<file path="config.mk">
export PLATFORM = sky130hd
export DESIGN_NAME = run_monitor_flat
export DESIGN_NICKNAME = d
export VERILOG_FILES = /design/src/rtl/run_monitor_pkg.sv /design/src/rtl/run_monitor_if.sv /design/src/rtl/run_monitor_chan.sv /design/src/rtl/run_monitor.sv /design/src/flat_wrapper.sv
export SDC_FILE = /design/constraint.sdc
export NUM_CORES = 1
export LEC_CHECK = 0
export ABC_AREA = 1
export CAP_MARGIN = 40
export CORE_MARGIN = 2
export CORE_UTILIZATION = 53
export DETAILED_ROUTE_END_ITERATION = 8
export PLACE_DENSITY = 0.95
export SKIP_LAST_GASP = 1
export SLEW_MARGIN = 20
export SYNTH_ARGS = -nofsm -noshare
export SYNTH_HDL_FRONTEND = slang
export SYNTH_SLANG_ARGS = --single-unit
</file>
<file path="constraint.sdc">
create_clock -name clk -period 4.8 [get_ports clk]
set_input_delay 0.96 -clock clk [delete_from_list [all_inputs] [get_ports clk]]
set_output_delay 0.96 -clock clk [all_outputs]
set_load 0.005 [all_outputs]
</file>
<file path="src/rtl/run_monitor_pkg.sv">
// run_monitor_pkg: state encoding, default pass code and width helper shared by
// the run_monitor interface, channel and top.
package run_monitor_pkg;

    typedef enum logic [1:0] {
        IDLE = 2'd0,
        RUN  = 2'd1,
        DONE = 2'd2
    } state_e;

    localparam logic [31:0] DEFAULT_PASS_CODE = 32'd1;

    // A single core still needs a one-bit fail index
    function automatic int failIdxW(input int nCores);
        return (nCores > 1) ? $clog2(nCores) : 1;
    endfunction

endpackage

</file>
<file path="src/rtl/run_monitor_if.sv">
// run_monitor_if: run-control and completion signals between a test harness
// (master) and the run_monitor block (slave).
interface run_monitor_if
    import run_monitor_pkg::*;
#(
    parameter int N_CORES = 1,
    parameter int XLEN    = 32,
    parameter int CYCLE_W = 32
);
    localparam int FAIL_W = failIdxW(N_CORES);

    logic                       start;
    logic [N_CORES-1:0]         trap;
    logic [N_CORES-1:0]         retire;
    logic [N_CORES*XLEN-1:0]    result;

    logic [N_CORES-1:0]         core_resetn;
    logic                       busy;
    logic                       done;
    logic                       pass;
    logic                       timed_out;
    logic [N_CORES-1:0]         trapped;
    logic [CYCLE_W-1:0]         cycles;
    logic [FAIL_W-1:0]          fail_core;
    logic [XLEN-1:0]            fail_code;
    logic [N_CORES*CYCLE_W-1:0] retired;

    modport master (
        output start, trap, retire, result,
        input  core_resetn, busy, done, pass, timed_out, trapped, cycles,
               fail_core, fail_code, retired
    );

    modport slave (
        input  start, trap, retire, result,
        output core_resetn, busy, done, pass, timed_out, trapped, cycles,
               fail_core, fail_code, retired
    );

endinterface

</file>
<file path="src/rtl/run_monitor_chan.sv">
// run_monitor_chan: per-core trap edge detect, sticky trapped flag, result-code
// capture and (with RUN_MONITOR_RETIRE_CNT_EN) a saturating retire counter.
module run_monitor_chan #(
    parameter int XLEN    = 32,
    parameter int CYCLE_W = 32
) (
    input  logic               clk,
    input  logic               reset,
    input  logic               clear_i,
    input  logic               run_i,
    input  logic               trap_i,
    input  logic               retire_i,
    input  logic [XLEN-1:0]    result_i,
    output logic               trapped_o,
    output logic               trappedNext_o,
    output logic [XLEN-1:0]    codeNext_o,
    output logic [CYCLE_W-1:0] retired_o
);
    logic            trapped_q, trapped_d;
    logic [XLEN-1:0] code_q, code_d;
    logic            trapEdge;

    // A level-high trap only counts once: the first RUN cycle it is seen
    assign trapEdge = run_i && trap_i && !trapped_q;

    always_comb begin
        trapped_d = trapped_q;
        code_d    = code_q;
        if (clear_i) begin
            trapped_d = 1'b0;
            code_d    = '0;
        end else if (trapEdge) begin
            trapped_d = 1'b1;
            code_d    = result_i;
        end
    end

    always_ff @(posedge clk) begin
        if (reset) begin
            trapped_q <= 1'b0;
            code_q    <= '0;
        end else begin
            trapped_q <= trapped_d;
            code_q    <= code_d;
        end
    end

    assign trapped_o     = trapped_q;
    assign trappedNext_o = trapped_d;
    assign codeNext_o    = code_d;

`ifdef RUN_MONITOR_RETIRE_CNT_EN
    logic [CYCLE_W-1:0] retireCnt_q, retireCnt_d;

    always_comb begin
        retireCnt_d = retireCnt_q;
        if (clear_i) begin
            retireCnt_d = '0;
        end else if (run_i && retire_i && !trapped_q && (retireCnt_q != '1)) begin
            retireCnt_d = retireCnt_q + CYCLE_W'(1);
        end
    end

    always_ff @(posedge clk) begin
        if (reset) begin
            retireCnt_q <= '0;
        end else begin
            retireCnt_q <= retireCnt_d;
        end
    end

    assign retired_o = retireCnt_q;
`else
    logic unusedRetire;
    assign unusedRetire = retire_i;
    assign retired_o    = '0;
`endif

endmodule

</file>
<file path="src/rtl/run_monitor.sv">
// run_monitor: holds cores in reset until started, times the run, and reports
// pass/fail with the first failing core. Optional retire counters: RUN_MONITOR_RETIRE_CNT_EN.
module run_monitor
    import run_monitor_pkg::*;
#(
    parameter int                 N_CORES   = 1,
    parameter int                 XLEN      = 32,
    parameter int                 CYCLE_W   = 32,
    parameter logic [CYCLE_W-1:0] TIMEOUT   = CYCLE_W'(400),
    parameter logic [XLEN-1:0]    PASS_CODE = XLEN'(DEFAULT_PASS_CODE)
) (
    input  logic         clk,
    input  logic         reset,
    run_monitor_if.slave bus
);
    localparam int                 FAIL_W       = failIdxW(N_CORES);
    localparam logic [CYCLE_W-1:0] TIMEOUT_LAST = TIMEOUT - CYCLE_W'(1);

    state_e             state_q, state_d;
    logic               inRun, clear, allTrapped, timeoutHit, endRun;
    logic               busy, done;
    logic [CYCLE_W-1:0] cycles_q, cycles_d;
    logic               pass_q, pass_d, timedOut_q, timedOut_d;
    logic [FAIL_W-1:0]  failCore_q, failCore_d, failIdx;
    logic [XLEN-1:0]    failCode_q, failCode_d, failCodeSel;
    logic               anyFail;

    wire [N_CORES-1:0]         trappedW;
    wire [N_CORES-1:0]         trappedNextW;
    wire [N_CORES*XLEN-1:0]    codeNextW;
    wire [N_CORES*CYCLE_W-1:0] retiredW;

    assign inRun      = (state_q == RUN);
    assign clear      = !inRun && bus.start;
    assign allTrapped = &trappedNextW;
    assign timeoutHit = (cycles_q == TIMEOUT_LAST);

    for (genvar i = 0; i < N_CORES; i++) begin : gChan
        run_monitor_chan #(
            .XLEN    (XLEN),
            .CYCLE_W (CYCLE_W)
        ) uChan (
            .clk           (clk),
            .reset         (reset),
            .clear_i       (clear),
            .run_i         (inRun),
            .trap_i        (bus.trap[i]),
            .retire_i      (bus.retire[i]),
            .result_i      (bus.result[i*XLEN +: XLEN]),
            .trapped_o     (trappedW[i]),
            .trappedNext_o (trappedNextW[i]),
            .codeNext_o    (codeNextW[i*XLEN +: XLEN]),
            .retired_o     (retiredW[i*CYCLE_W +: CYCLE_W])
        );
    end

    always_ff @(posedge clk) begin
        if (reset) begin
            state_q <= IDLE;
        end else begin
            state_q <= state_d;
        end
    end

    always_comb begin
        state_d = state_q;
        unique case (state_q)
            IDLE, DONE: if (bus.start) state_d = RUN;
            RUN:        if (allTrapped || timeoutHit) state_d = DONE;
            default:    state_d = IDLE;
        endcase
    end

    always_comb begin
        busy = 1'b0;
        done = 1'b0;
        unique case (state_q)
            RUN:     busy = 1'b1;
            DONE:    done = 1'b1;
            default: ;
        endcase
    end

    assign endRun = inRun && (state_d == DONE);

    // Scan from the top so the lowest failing index is the one left standing
    always_comb begin
        anyFail     = 1'b0;
        failIdx     = '0;
        failCodeSel = '0;
        for (int i = N_CORES - 1; i >= 0; i--) begin
            if (!trappedNextW[i] || (codeNextW[i*XLEN +: XLEN] != PASS_CODE)) begin
                anyFail     = 1'b1;
                failIdx     = FAIL_W'(i);
                failCodeSel = trappedNextW[i] ? codeNextW[i*XLEN +: XLEN] : '0;
            end
        end
    end

    always_comb begin
        cycles_d   = cycles_q;
        pass_d     = pass_q;
        timedOut_d = timedOut_q;
        failCore_d = failCore_q;
        failCode_d = failCode_q;
        if (clear) begin
            cycles_d   = '0;
            pass_d     = 1'b0;
            timedOut_d = 1'b0;
            failCore_d = '0;
            failCode_d = '0;
        end else begin
            if (inRun && (cycles_q != '1)) begin
                cycles_d = cycles_q + CYCLE_W'(1);
            end
            if (endRun) begin
                pass_d     = !anyFail;
                timedOut_d = !allTrapped;
                failCore_d = failIdx;
                failCode_d = failCodeSel;
            end
        end
    end

    always_ff @(posedge clk) begin
        if (reset) begin
            cycles_q   <= '0;
            pass_q     <= 1'b0;
            timedOut_q <= 1'b0;
            failCore_q <= '0;
            failCode_q <= '0;
        end else begin
            cycles_q   <= cycles_d;
            pass_q     <= pass_d;
            timedOut_q <= timedOut_d;
            failCore_q <= failCore_d;
            failCode_q <= failCode_d;
        end
    end

    assign bus.busy        = busy;
    assign bus.done        = done;
    assign bus.core_resetn = {N_CORES{busy}};
    assign bus.pass        = pass_q;
    assign bus.timed_out   = timedOut_q;
    assign bus.trapped     = trappedW;
    assign bus.cycles      = cycles_q;
    assign bus.fail_core   = failCore_q;
    assign bus.fail_code   = failCode_q;
    assign bus.retired     = retiredW;

endmodule

</file>
<file path="src/flat_wrapper.sv">
// flat-port wrapper written by rule: the top's interface ports become plain ports
module run_monitor_flat import run_monitor_pkg::*;
#(
    parameter int                 N_CORES   = 1,
    parameter int                 XLEN      = 32,
    parameter int                 CYCLE_W   = 32,
    parameter logic [CYCLE_W-1:0] TIMEOUT   = CYCLE_W'(400),
    parameter logic [XLEN-1:0]    PASS_CODE = XLEN'(DEFAULT_PASS_CODE)
)
  (clk, reset, bus_start, bus_trap, bus_retire, bus_result, bus_core_resetn, bus_busy, bus_done, bus_pass, bus_timed_out, bus_trapped, bus_cycles, bus_fail_core, bus_fail_code, bus_retired);
  run_monitor_if #(.N_CORES(N_CORES), .XLEN(XLEN), .CYCLE_W(CYCLE_W)) bus_i ();
  input  logic clk;
  input  logic reset;
  input wire logic [$bits(bus_i.start)-1:0] bus_start;
  input wire logic [$bits(bus_i.trap)-1:0] bus_trap;
  input wire logic [$bits(bus_i.retire)-1:0] bus_retire;
  input wire logic [$bits(bus_i.result)-1:0] bus_result;
  output wire logic [$bits(bus_i.core_resetn)-1:0] bus_core_resetn;
  output wire logic [$bits(bus_i.busy)-1:0] bus_busy;
  output wire logic [$bits(bus_i.done)-1:0] bus_done;
  output wire logic [$bits(bus_i.pass)-1:0] bus_pass;
  output wire logic [$bits(bus_i.timed_out)-1:0] bus_timed_out;
  output wire logic [$bits(bus_i.trapped)-1:0] bus_trapped;
  output wire logic [$bits(bus_i.cycles)-1:0] bus_cycles;
  output wire logic [$bits(bus_i.fail_core)-1:0] bus_fail_core;
  output wire logic [$bits(bus_i.fail_code)-1:0] bus_fail_code;
  output wire logic [$bits(bus_i.retired)-1:0] bus_retired;
  assign bus_i.start = bus_start;
  assign bus_i.trap = bus_trap;
  assign bus_i.retire = bus_retire;
  assign bus_i.result = bus_result;
  assign bus_core_resetn = bus_i.core_resetn;
  assign bus_busy = bus_i.busy;
  assign bus_done = bus_i.done;
  assign bus_pass = bus_i.pass;
  assign bus_timed_out = bus_i.timed_out;
  assign bus_trapped = bus_i.trapped;
  assign bus_cycles = bus_i.cycles;
  assign bus_fail_core = bus_i.fail_core;
  assign bus_fail_code = bus_i.fail_code;
  assign bus_retired = bus_i.retired;
  run_monitor #(.N_CORES(N_CORES), .XLEN(XLEN), .CYCLE_W(CYCLE_W), .TIMEOUT(TIMEOUT), .PASS_CODE(PASS_CODE)) u_core (.clk(clk), .reset(reset), .bus(bus_i));
endmodule
</file>
# --- Yosys cells after proc, flatten, opt, wreduce, memory -nomap -nowiden ---
# Cells that the tools add are included.
# W data, S select, Z words.
classes:
  mux: 12
  n_eq_ne: 6
  n_addsub: 1
  n_reduce_logical: 14
op_table:
  columns: ["cell", "count"]
  rows:
  - ["$mux W32", 4]
  - ["$add A32 B1 Y32 const B", 1]
  - ["$eq A32 B9 Y1 const B", 1]
  - ["$ne A32 B1 Y1 const B", 1]
  - ["$ne A32 B32 Y1 const B", 1]
  - ["$logic_and A1 B1 Y1", 5]
  - ["$mux W1", 5]
  - ["$eq A2 B2 Y1 const B", 2]
  - ["$logic_not A1 Y1", 4]
  - ["$mux W2", 2]
  - ["$pmux W2 S2", 1]
  - ["$reduce_or A2 Y1", 2]
  - ["$eq A2 B1 Y1 const B", 1]
  - ["$logic_not A2 Y1", 1]
  - ["$logic_or A1 B1 Y1", 2]
totals:
  inputBits: 37
  reg_bits: 101
  out_inout_bits: 103
  wordCells: 40

# --- Logic depth before layout (Yosys ltp) ---
logic_depth:
  word_depth: 10
  ltp_mapped: 13
  depth_no_buf: 13

# --- Cells and area by module ---
# Synthesis repeated with hierarchy kept, for this count alone.
unflattened:
  cells_unflattened: 937
  area_unflattened_um2: 5935.7
modules_own_cells:
  columns: ["mod", "area_each_um2", "cells_per_inst", "instances"]
  rows:
  - ["run_monitor", 3893.7, 627, 1]
  - ["run_monitor_chan", 2042.0, 310, 1]

# --- Least setup slack after synthesis ---
# OpenSTA, ideal clock, no wires.
synth_path:
  path_type: "input -> register"
  from: "in bus_trap"
  to: "reg u_core.failCode_q[0], in the netlist u_core.bus.fail_code[0]"
  path_stages: 10
  slack_ns: 2.768
  t_arrival_ns: 1.912
  required_time_ns: 4.680
  setup_time_ns: 0.120
  cell_sequence: "clkbuf_1 -> nand4_1 -> nand3_1 -> nand2_1 -> nor2_1 -> nand2_1 -> nor2_1 -> nand3_1 -> nand2_1 -> a21oi_1"
synth_via:
  elab_chain_cells: 9
  word_cells_on_any_way: 16
  cone_classes: "eq/ne (2); mux (8); reduce/logical (6)"
synth_rtl:
  columns: ["item", "line", "text"]
  rows:
  - ["start: declaration", "flat_wrapper.sv:15", "input wire logic [$bits(bus_i.trap)-1:0] bus_trap;"]
  - ["$logic_and A1 B1 Y1 * (2 in a row)", "run_monitor_chan.sv:24", "assign trapEdge = run_i && trap_i && !trapped_q;"]
  - ["$mux W1", "run_monitor_chan.sv:32", "end else if (trapEdge) begin"]
  - ["$mux W1", "run_monitor_chan.sv:29", "if (clear_i) begin"]
  - ["$logic_or A1 B1 Y1", "run_monitor.sv:69", "RUN: if (allTrapped || timeoutHit) state_d = DONE;"]
  - ["$mux W2", "run_monitor.sv:69", null]
  - ["$pmux W2 S2", "run_monitor.sv:67", "unique case (state_q)"]
  - ["$eq A2 B2 Y1", "run_monitor.sv:84", "assign endRun = inRun && (state_d == DONE);"]
  - ["$logic_and A1 B1 Y1", "run_monitor.sv:84", null]
  - ["end signal: assignment", "run_monitor.sv:137", "failCode_q <= failCode_d;"]
  - ["end: declaration", "run_monitor.sv:25", "logic [XLEN-1:0] failCode_q, failCode_d, failCodeSel;"]
# Every way passes the cells marked *; elsewhere a longest branch is shown, timed or not.
# A chain may end at the register's enable or synchronous reset.

# --- Final worst setup path ---
layout_path:
  from: "in bus_start"
  to: "reg u_core.cycles_q[27], in the netlist u_core.bus.cycles[27]"
layout_via:
  elab_chain_cells: 2
layout_rtl:
  columns: ["item", "line", "text"]
  rows:
  - ["start: declaration", "flat_wrapper.sv:14", "input wire logic [$bits(bus_i.start)-1:0] bus_start;"]
  - ["$logic_and A1 B1 Y1", "run_monitor.sv:34", "assign clear = !inRun && bus.start;"]
  - ["$reduce_or A2 Y1 (no source line)", null, null]
  - ["end signal: assignment", "run_monitor.sv:133", "cycles_q <= cycles_d;"]
  - ["end: declaration", "run_monitor.sv:22", "logic [CYCLE_W-1:0] cycles_q, cycles_d;"]
# Every way passes these cells.

==> metrics <==
DRC errors left=0; routability cong.=0.887; P_leak=2.47 nW; Num CTS Buffers=9; port bufs=approximately 110; PwrDens=~260 nW/um2; postcts setup bufs=0; Fin Hold WS=0.471 ns; final hold vios=0; crit path capture type=flop; multi-input logic area=between 2000 and 2500 um2; Initial DRT Pass Iterations=7; worst skew pair latency=roughly 0.38 ns; Mapped Area=approximately 5200 um2; Final nets=between 800 and 900; via count=roughly 5,100; CP Max Fanout=between 60 and 70; std cell rows=36; Ys Warns=0; register area share after synthesis=between 30 and 40%; Sum Neg Setup Slack=0 ns; via-per-instance ratio=5.25; H-Tree Depth=3; post_cts resized=0; core area=9680 um2; Cell variety after synth=34; Util after Layout=65.4%; EDFF count, synth=0; Die X=103 um; Initial Utilization=between 50% and 60%; P_int=roughly 1.1 mW; fin. max-slew vios=0; Max Clock Freq=around 0.32 GHz; root buffer cell=clkbuf_8; Storage cell area=2020 um2; Tmin final=around 3.1 ns; DIE AREA=10,700 um2; fin cells=971; HP Start=u_core.bus.fail_code[9]$_SDFFE_PP0P_; synthesized flop and latch total=101; Flop pwr share=roughly 53%; dpl hpwl=between 8 and 9 mm; Ant. Diodes=0; wire length per cell=13.5 um; switching pwr=485 uW; Hold WC Path Type=reg2reg; antenna viol nets, final=0; largest net degree at the start of global routing=63; final period utilization=65.4%; Worst EP required=5.10 ns; area grow syn2layout=21.3%; MaxCap Viol Count=0; share of layout cells above drive strength 1=slightly above 6%; Clk pin slew, worst setup/hold paths=0.12 ns; Power Total=about 1.6 mW; sw frac=30.0%; Syn Inst Count=750; vias in the first global route=4,420; die height=103 um; WS Path Type=in2reg; routed wire length=13.1 mm; status=finished, final reports clean; startpoint types=input pin; reg2reg start=u_core.state_q[0]$_SDFF_PP0_; CP Data Arrival Time=around 3.4 ns; Async SR Flop Fraction=0%; RSZ-0062 raised after global routing=false; final setup vio count=0; Initial DRC Count=465; Slew @ Worst Pin=0.695 ns; aggregate global-route resource usage=about a quarter; Fillers=777; CTS tree=built; Clock Skews=0.0232 ns; Crit. Startpoint=bus_start; clock group share of total power=about a third; first-pass GRT wire length=20.5 mm; GR Overflow Total=0; Slew HR=53.5%; clk sinks=101; combinational cell fraction of total power=13.2%; peak supply drop=approximately 150 uV; antenna violations before repair=0; Placed Cells=954; Clock Path Buffers=2; Hold-fix buffers, CTS=0; top_reg_cell synth=dfxtp_1; Top Ports=140; syn avg cell area=6.97 um2
[placed cells by master (no fill, tap or decap), types with 6 or more instances in the layout]
cell / n
conb_1: 33
nor2_1: 80
xor2_1: 7
a21oi_1: 57
dfxtp_1: 101
inv_2: 6
nand2_1: 136
clkbuf_8: 9
nor4_1: 7
nand4_1: 69
nand3_1: 48
nor3_1: 16
clkdlybuf4s50_1: 105
nand2_2: 6
o21ai_0: 13
inv_1: 110
[worst paths after layout]
path              slack [ns]                                    to  depth (start not counted)
hold / removal          0.47  u_core.bus.fail_code[9]$_SDFFE_PP0P_                          2
setup / recovery        1.66    u_core.bus.cycles[27]$_SDFFE_PP0P_                          8
hold reg to reg         0.47  u_core.bus.fail_code[9]$_SDFFE_PP0P_                          2
setup reg to reg        1.79    u_core.bus.cycles[27]$_SDFFE_PP0P_                         10
[through the flow]
step / setup slack, ns / area [um2]
2_1_floorplan: 2.77 / 5350
3_3_place_gp: 1.25 / 6120
3_5_place_dp: 1.22 / 6120
4_1_cts: 1.60 / 6320
5_1_grt: 1.50 / 6340
6_report: 1.66 / 6340
[cell usage after synthesis, drive strengths merged, types with 7 or more instances]
library cell / number / area, um2
clkbuf: 7 / 26.3
nor4: 7 / 43.8
dfxtp: 101 / 2020
inv: 116 / 435
nor2: 87 / 378
nand2: 143 / 559
buf: 63 / 450
a21oi: 57 / 285
nand3: 49 / 258
o21ai: 14 / 70.1
nor3: 20 / 120
xor2: 7 / 61.3
nand4: 70 / 444
[state kept, by name, indices dropped and copies added (netlist names)]
name                          flops
u_core.bus.cycles                32
u_core.bus.fail_code             32
u_core.bus.pass                   1
u_core.bus.timed_out              1
u_core.gChan.uChan.code_q        32
u_core.gChan.uChan.trapped_o      1
u_core.state_q                    2
[cell families after synthesis]
kind of cell | Yosys count | synth area share (%)
other | 1 | 0.0718
AND/OR/NAND/NOR | 380 | 35.1
buffers and inverters | 186 | 17.5
adder cells (fa/ha/maj) | 1 | 0.239
XOR/XNOR | 7 | 1.17
flip-flops | 101 | 38.7
AO/OA/AOI/OAI | 74 | 7.23
[cell type report]
type                       instances  share of cell area [%]
clock buffer                       9                    1.95
clock inverter                     7                    1.20
inverter                         116                    6.87
multi-input combinational        495                    38.1
sequential                       101                    31.9
tap                              133                    2.63
timing repair buffer             110                    17.4
[power by group through the flow]
stage	clock, mW	combinational (mW)	sequential, mW
after detailed placement	0	0.204	0.877
after global placement	0	0.199	0.876
after CTS	0.547	0.206	0.858
after global routing	0.587	0.239	0.860
final	0.545	0.213	0.858
after floorplan	0	0.169	0.876
[critical path, stage by stage]
cell and delay, ns:
clkdlybuf4s50_1 0.49, nand2_4 0.50, inv_2 0.13, nor2_4 0.42, inv_2 0.26, buf_12 0.24
or2_2 0.28, a21oi_1 0.13
[per-layer routing]
| metal | part of all wire, % | GRT usage, % | up-vias |
|---|---|---|---|
| li1 | - | - | 2521 |
| met1 | 42 | 31.8 | 2315 |
| met2 | 48 | 38.9 | 229 |
| met3 | 7.2 | 5.17 | 32 |
| met4 | 2.5 | 11.1 | 0 |
| met5 | 0 | 0 | - |
No activity file was read; power rests on OpenSTA's default activity.
